### config.mk
export PLATFORM = sky130hd
export DESIGN_NAME = branch_predictor_bht
export DESIGN_NICKNAME = d
export VERILOG_FILES = /design/src/rtl/branch_predictor_bht.sv
export SDC_FILE = /design/constraint.sdc
export NUM_CORES = 1
export LEC_CHECK = 0
export CORE_ASPECT_RATIO = 2
export CORE_MARGIN = 2
export CORE_UTILIZATION = 55
export DETAILED_ROUTE_END_ITERATION = 16
export HOLD_SLACK_MARGIN = 0.12
export MAX_ROUTING_LAYER = met4
export PLACE_DENSITY = 0.88
export SLEW_MARGIN = 20
export SYNTH_ARGS = -nofsm -noshare
export SYNTH_HDL_FRONTEND = slang
export SYNTH_SLANG_ARGS = --single-unit
export TNS_END_PERCENT = 10
### constraint.sdc
create_clock -name clk -period 9.2 [get_ports clk]
set_input_delay 1.84 -clock clk [delete_from_list [all_inputs] [get_ports clk]]
set_output_delay 1.84 -clock clk [all_outputs]
set_load 0.1 [all_outputs]
### src/rtl/branch_predictor_bht.sv
// Bimodal/gshare branch predictor: 2-bit saturating counter table, EX-stage resolver, saturating stats.
// Optional gshare indexing via `BHT_GSHARE_EN (default build: PC-only indexing, no GHR).
module branch_predictor_bht #(
  parameter int XLEN      = 32,
  parameter int BHT_DEPTH = 64,
  parameter int GHR_W     = 6,
  parameter int STAT_W    = 32
) (
  input  logic              clk,
  input  logic              rst_n,
  input  logic [XLEN-1:0]   if_pc,
  output logic              pred_taken,
  output logic [GHR_W-1:0]  pred_ghr,
  input  logic              ex_valid,
  input  logic [XLEN-1:0]   ex_pc,
  input  logic [GHR_W-1:0]  ex_ghr,
  input  logic              ex_pred_taken,
  input  logic [2:0]        bresult_sel,
  input  logic              BrEq,
  input  logic              BrLt,
  output logic              ex_taken,
  output logic              mispredict,
  output logic [STAT_W-1:0] br_count,
  output logic [STAT_W-1:0] miss_count
);
  localparam int IDX_W = $clog2(BHT_DEPTH);

  logic [1:0]        r_bht [BHT_DEPTH];
  logic [STAT_W-1:0] r_br_count;
  logic [STAT_W-1:0] r_miss_count;

  logic              w_res;
  logic              w_taken;
  logic [IDX_W-1:0]  w_lkp_idx;
  logic [IDX_W-1:0]  w_upd_idx;
  logic [1:0]        w_upd_cur;
  logic [1:0]        w_upd_nxt;
  logic              w_unused_ok;

  assign w_res = ex_valid & bresult_sel[0];

  always_comb begin
    w_taken = 1'b0;
    case (bresult_sel[2:1])
      2'b00: w_taken = BrEq;
      2'b01: w_taken = ~BrEq;
      2'b10: w_taken = BrLt;
      2'b11: w_taken = ~BrLt;
      default: w_taken = 1'b0;
    endcase
  end

  assign ex_taken   = w_res & w_taken;
  assign mispredict = w_res & (w_taken != ex_pred_taken);

`ifdef BHT_GSHARE_EN
  logic [GHR_W-1:0] r_ghr;

  assign w_lkp_idx = if_pc[IDX_W+1:2] ^ IDX_W'(r_ghr);
  assign w_upd_idx = ex_pc[IDX_W+1:2] ^ IDX_W'(ex_ghr);
  assign pred_ghr  = r_ghr;

  always_ff @(posedge clk or negedge rst_n) begin
    if (!rst_n) begin
      r_ghr <= '0;
    end else if (w_res) begin
      r_ghr <= GHR_W'({r_ghr, w_taken});
    end
  end
`else
  assign w_lkp_idx = if_pc[IDX_W+1:2];
  assign w_upd_idx = ex_pc[IDX_W+1:2];
  assign pred_ghr  = '0;
`endif

  // Only the index field of each PC is meaningful; ex_ghr is dead in the PC-only build.
  assign w_unused_ok = ^{if_pc, ex_pc, ex_ghr};

  // Lookup reads the registered table directly, so a same-cycle update is not bypassed.
  assign pred_taken = r_bht[w_lkp_idx][1];

  assign w_upd_cur = r_bht[w_upd_idx];

  always_comb begin
    w_upd_nxt = w_upd_cur;
    if (w_taken) begin
      if (w_upd_cur != 2'b11) w_upd_nxt = w_upd_cur + 2'd1;
    end else begin
      if (w_upd_cur != 2'b00) w_upd_nxt = w_upd_cur - 2'd1;
    end
  end

  always_ff @(posedge clk or negedge rst_n) begin
    if (!rst_n) begin
      for (int i = 0; i < BHT_DEPTH; i++) r_bht[i] <= 2'b01;
      r_br_count   <= '0;
      r_miss_count <= '0;
    end else if (w_res) begin
      r_bht[w_upd_idx] <= w_upd_nxt;
      if (r_br_count != '1) r_br_count <= r_br_count + STAT_W'(1);
      if (mispredict && (r_miss_count != '1)) r_miss_count <= r_miss_count + STAT_W'(1);
    end
  end

  assign br_count   = r_br_count;
  assign miss_count = r_miss_count;
endmodule

# [After elaboration in Yosys (flattened, before gate mapping)]
# Index checks and enable logic that the tools add are counted.
[op_classes] bitwise=7 n_addsub=4 reduce_logical=6 eq_ne=7 muxes=13 magnitude_cmp=3
[op_table] cell="$bwmux W128" count=1
[op_table] cell="$add A32 B1 Y32 const B" count=2
[op_table] cell="$ne A32 B32 Y1 const B" count=2
[op_table] cell="$bmux W2 S6" count=2
[op_table] cell="$mux W2" count=8
[op_table] cell="$ge A7 B7 Y1 const B" count=2
[op_table] cell="$not A6 Y7" count=2
[op_table] cell="$demux W2 S6" count=1
[op_table] cell="$lt A7 B1 Y1 const B" count=1
[op_table] cell="$eq A2 B2 Y1 const B" count=2
[op_table] cell="$pmux W1 S4" count=1
[op_table] cell="$reduce_and A2 Y1" count=2
[op_table] cell="$and A1 B1 Y1" count=3
[op_table] cell="$add A2 B1 Y2 const B" count=1
[op_table] cell="$eq A2 B1 Y1 const B" count=1
[op_table] cell="$logic_and A1 B1 Y1" count=2
[op_table] cell="$logic_not A2 Y1" count=1
[op_table] cell="$ne A2 B2 Y1 const B" count=1
[op_table] cell="$not A1 Y1" count=2
[op_table] cell="$reduce_bool A2 Y1" count=1
[op_table] cell="$sub A2 B1 Y2 const B" count=1
[op_table] cell="$ne A1 B1 Y1" count=1
[word_totals] inputBits=79 output_inout_bits=73 word_cells=106 regBits=192

# [Longest topological paths before layout]
[logic_depth] word_depth=8 depth_mapped=11 mapped_depth_nobuf=8

# [Worst setup path before layout]
# OpenSTA, ideal clock, no wires.
[synth_path] path_type="input -> output" start="in if_pc[2]" end="out pred_taken" stages=5 path_buffers=2 required_ns=7.360 slack_ns=2.833 t_arrival_ns=4.527 cell_sequence="clkbuf_1 -> buf_1 -> mux4_2 -> mux4_2 -> mux4_2"
[synth_via] elab_chain_cells=4
[synth_rtl] element="start, declared" line_no="11" text="input logic [XLEN-1:0] if_pc,"
[synth_rtl] element="$not A6 Y7 (not written as such)" line_no="80" text="assign pred_taken = r_bht[w_lkp_idx][1];"
[synth_rtl] element="$bmux W2 S6" line_no="80"
[synth_rtl] element="$mux W2 (not written as such) (2 in a row)" line_no="80"
[synth_rtl] element="end, declared" line_no="12" text="output logic pred_taken,"
# No other way between the ends. The select of a mux whose other input is x is not followed.

# [Final worst setup path]
[layout_path] start="in if_pc[3]" end="out pred_taken"
# Same word-level chain as after synthesis.

==> flow_metrics.py <==
metrics = {
    "cts": {
        "clock_tree.buffer_depth": 2,
        "tritoncts_clock_tree": "built",
        "tritoncts.num_buffers": 17,
        "tritoncts_num_sinks": 192,
        "ctsHoldBuffers": 0,
        "cts_setup_buffers": 0,
        "worst_skew_pair.late_latency_ns": 0.43,
        "ctsResizeCount": 0,
        "htree_num_levels": 4,
        "clkTransAtPathRegs_ns": 0.07,
        "clk_root_buffer_cell": "sky130_fd_sc_hd__clkbuf_16",
    },
    "setup_path": {
        "cp-start-kind": "input port",
        "worst_ep_arrival_time_ns": 5.34,
        "cp-end-kind": "output port",
        "timing.setup.critical_path_class": "input port to output port",
        "critPathRequiredTime_ns": 7.36,
        "timing.critical_path.fanout_max": 16,
    },
    "pwr": {
        "peakVddDrop_uv": 142,
        "comb_power_share": 0.226,
        "power.density_cell_area_nw_per_um2": 196,
        "power.net_switching_uw": 758,
        "switching_share": 0.340,
        "internal_power_mw": 1.47,
        "seqPwrFrac": 0.444,
        "clock_power_share": 0.331,
        "p_leak_nw": 4.61,
    },
    "sta": {
        "period_needed_ns": 7.18,
        "setup_total_negative_slack_ns": 0,
        "slew_viol_final": 0,
        "layout_worst_path_cycle_share": 0.780,
        "worst_tran_pin_value_ns": 1.08,
        "report.final.setup_viol": 0,
        "finalHoldViolCount": 0,
        "fin_ws_ns": 2.02,
        "max-slew-margin-rel": 0.277,
        "unrepaired_setup_endpoints_after_global_routing": "no",
        "achievable_freq_mhz": 139,
        "fin_skew_ns": 0.00859,
    },
    "yosys": {
        "combined_area_of_all_synthesized_cells_sq_um": 9810,
        "ys_top_cells_by_count": "sky130_fd_sc_hd__nand2_1, sky130_fd_sc_hd__dfrtp_1, sky130_fd_sc_hd__dfstp_2, sky130_fd_sc_hd__o21ai_0, sky130_fd_sc_hd__o21ai_2",
        "syn_inst": 930,
        "number_of_flops_mapped_to_enable_cells_by_yosys": 0,
        "synth_top_cell_area_share": 0.327,
        "postSynth.topFlopCell": "sky130_fd_sc_hd__dfrtp_1",
        "syn_area_per_cell_sq_um": 10.5,
        "post_synth_main_area_contributors": "sky130_fd_sc_hd__dfrtp_1, sky130_fd_sc_hd__dfstp_2, sky130_fd_sc_hd__nand2_1",
        "synth-async-reset-ratio": 1.00,
        "sequential_cell_area_fraction_in_the_yosys_report": 0.498,
        "synth_most_common_cell": "sky130_fd_sc_hd__nand2_1",
        "ys_warn_count": 0,
        "yosysTopAreaCell": "sky130_fd_sc_hd__dfrtp_1",
        "ys_ff_latch": 192,
        "ys_types": 64,
    },
    "layout": {
        "share_of_layout_cells_above_drive_strength_1": 0.219,
        "nNetsFinal": 1089,
        "antenna_cells_inserted": 0,
        "area_growth_pct": 16.1,
    },
    "global_route": {
        "first_global_vias": 7571,
        "grt.overflow.total": 0,
        "gr-usage-all-layers": 0.260,
        "number_of_antenna_violations_at_the_first_check_in_global_routing": 0,
        "global_route_wire_length_before_repair_microns": 37800,
        "grt_max_degree": 109,
    },
    "detailed_routing": {
        "dr.first_iter.drc_count": 575,
        "routed_wirelength_microns": 23400,
        "ant_nets": 0,
        "routed_via_density": 6.09,
        "detailedRoute.firstPassIterationCount": 6,
        "vias": 7521,
        "detail_route.drc_violations": 0,
        "routed_wire_length_per_instance_microns": 19.0,
    },
    "run_status": {
        "status": "completed",
    },
    "floorplan": {
        "io_pins": 152,
        "rows": 69,
        "floorplan.die_area_sq_um": 19000,
        "fp.dieW_microns": 98.4,
        "core_area_sq_um": 17600,
        "fp.dieH_microns": 193,
        "initial_utilization": 0.557,
    },
    "flow_run": {
        "cap_viol_max_count": 0,
    },
    "placed_design": {
        "hpwlAfterDp_microns": 15700,
        "gp_routability_congestion": 0.914,
        "place_worst_setup_slack_ns": 2.04,
        "portBuffers": 87,
    },
    "min_path": {
        "min-delay-path-class": "flop to flop",
    },
}
[placed cells by master (no fill, tap or decap), types with 29 or more instances in the layout]
| master | synthesis | final |
|---|---|---|
| sky130_fd_sc_hd__nand2_1 | 232 | 232 |
| sky130_fd_sc_hd__dfrtp_1 | 128 | 128 |
| sky130_fd_sc_hd__clkdlybuf4s50_1 | 0 | 85 |
| sky130_fd_sc_hd__o21ai_0 | 64 | 64 |
| sky130_fd_sc_hd__dfstp_2 | 64 | 64 |
| sky130_fd_sc_hd__o21ai_2 | 60 | 60 |
| sky130_fd_sc_hd__nor2_1 | 41 | 41 |
| sky130_fd_sc_hd__mux4_2 | 36 | 36 |
| sky130_fd_sc_hd__xnor2_1 | 32 | 32 |
| sky130_fd_sc_hd__xor2_1 | 31 | 31 |
| sky130_fd_sc_hd__nand3_1 | 29 | 29 |
[power by group through the flow]
stage / Clock, mW / Combinational (mW) / Sequential (mW)
6_report: 0.737 / 0.504 / 0.990
5_1_grt: 0.779 / 0.532 / 0.999
4_1_cts: 0.750 / 0.504 / 0.988
3_5_place_dp: 0 / 0.502 / 1.00
3_3_place_gp: 0 / 0.489 / 0.996
2_1_floorplan: 0 / 0.193 / 1.18
[per-layer routing]
| layer | global-route usage | vias to the layer above | share of wire |
|---|---|---|---|
| li1 | - | 3431 | - |
| met1 | 0.323 | 3687 | 0.38 |
| met2 | 0.429 | 340 | 0.52 |
| met3 | 0.0402 | 63 | 0.066 |
| met4 | 0.100 | 0 | 0.030 |
| met5 | - | - | 0 |
[worst max-delay path, stage by stage]
cell and delay (ns):
sky130_fd_sc_hd__clkdlybuf4s50_1 1.08, sky130_fd_sc_hd__mux4_2 0.47, sky130_fd_sc_hd__mux4_2 0.48, sky130_fd_sc_hd__mux4_2 0.48, sky130_fd_sc_hd__clkdlybuf4s50_1 0.98
[path summary, 6_finish.rpt]
check	start	end	slack, ns	cells after the start
max	if_pc[3]	pred_taken	2.02	5
min in group asynchronous	rst_n	br_count[5]$_DFFE_PN0P_	1.52	1
min	r_bht[100]$_DFFE_PN1P_	r_bht[100]$_DFFE_PN1P_	0.47	2
max in group asynchronous	rst_n	r_bht[109]$_DFFE_PN0P_	6.43	2
min reg2reg	r_bht[100]$_DFFE_PN1P_	r_bht[100]$_DFFE_PN1P_	0.47	2
max reg2reg	r_bht[83]$_DFFE_PN0P_	r_bht[15]$_DFFE_PN0P_	5.60	8
[sequential cells by signal (all words and copies together) (netlist names)]
signal	count
r_bht	128
br_count	32
miss_count	32
[cell families (layout without fill, tap and decap cells)]
kind of cell	after synthesis	count (layout)	share of synthesized area
simple gates	378	378	0.172
flops	192	192	0.498
compound gates	170	170	0.123
xor+xnor	64	64	0.0586
buf+inv	61	147	0.0350
mux	60	60	0.109
fa+ha+maj	4	4	0.00472
other cells	1	6	0.000382
[cell type report]
| type | instances | area [sq um] |
|---|---|---|
| repair buffers | 102 | 998 |
| well taps | 213 | 267 |
| fillers | 1402 | 6220 |
| flip-flops and latches | 192 | 4880 |
| inverters | 13 | 48.8 |
| multi-input cells | 682 | 4600 |
| clock inverters | 13 | 153 |
| clock buffers | 19 | 433 |
[per-stage QoR]
step / utilization / hold WS, ns / area (sq um) / power, mW / cells
2_1_floorplan: - / 0.453 / 9820 / 1.37 / 935
3_3_place_gp: 0.612 / 0.458 / 10800 / 1.49 / 1201
3_5_place_dp: 0.612 / 0.461 / 10800 / 1.50 / 1201
4_1_cts: 0.645 / 0.471 / 11400 / 2.24 / 1233
5_1_grt: 0.647 / 0.482 / 11400 / 2.31 / 1234
6_report: 0.647 / 0.471 / 11400 / 2.23 / 1234
Note: power is estimated with default switching activity, not from simulation.
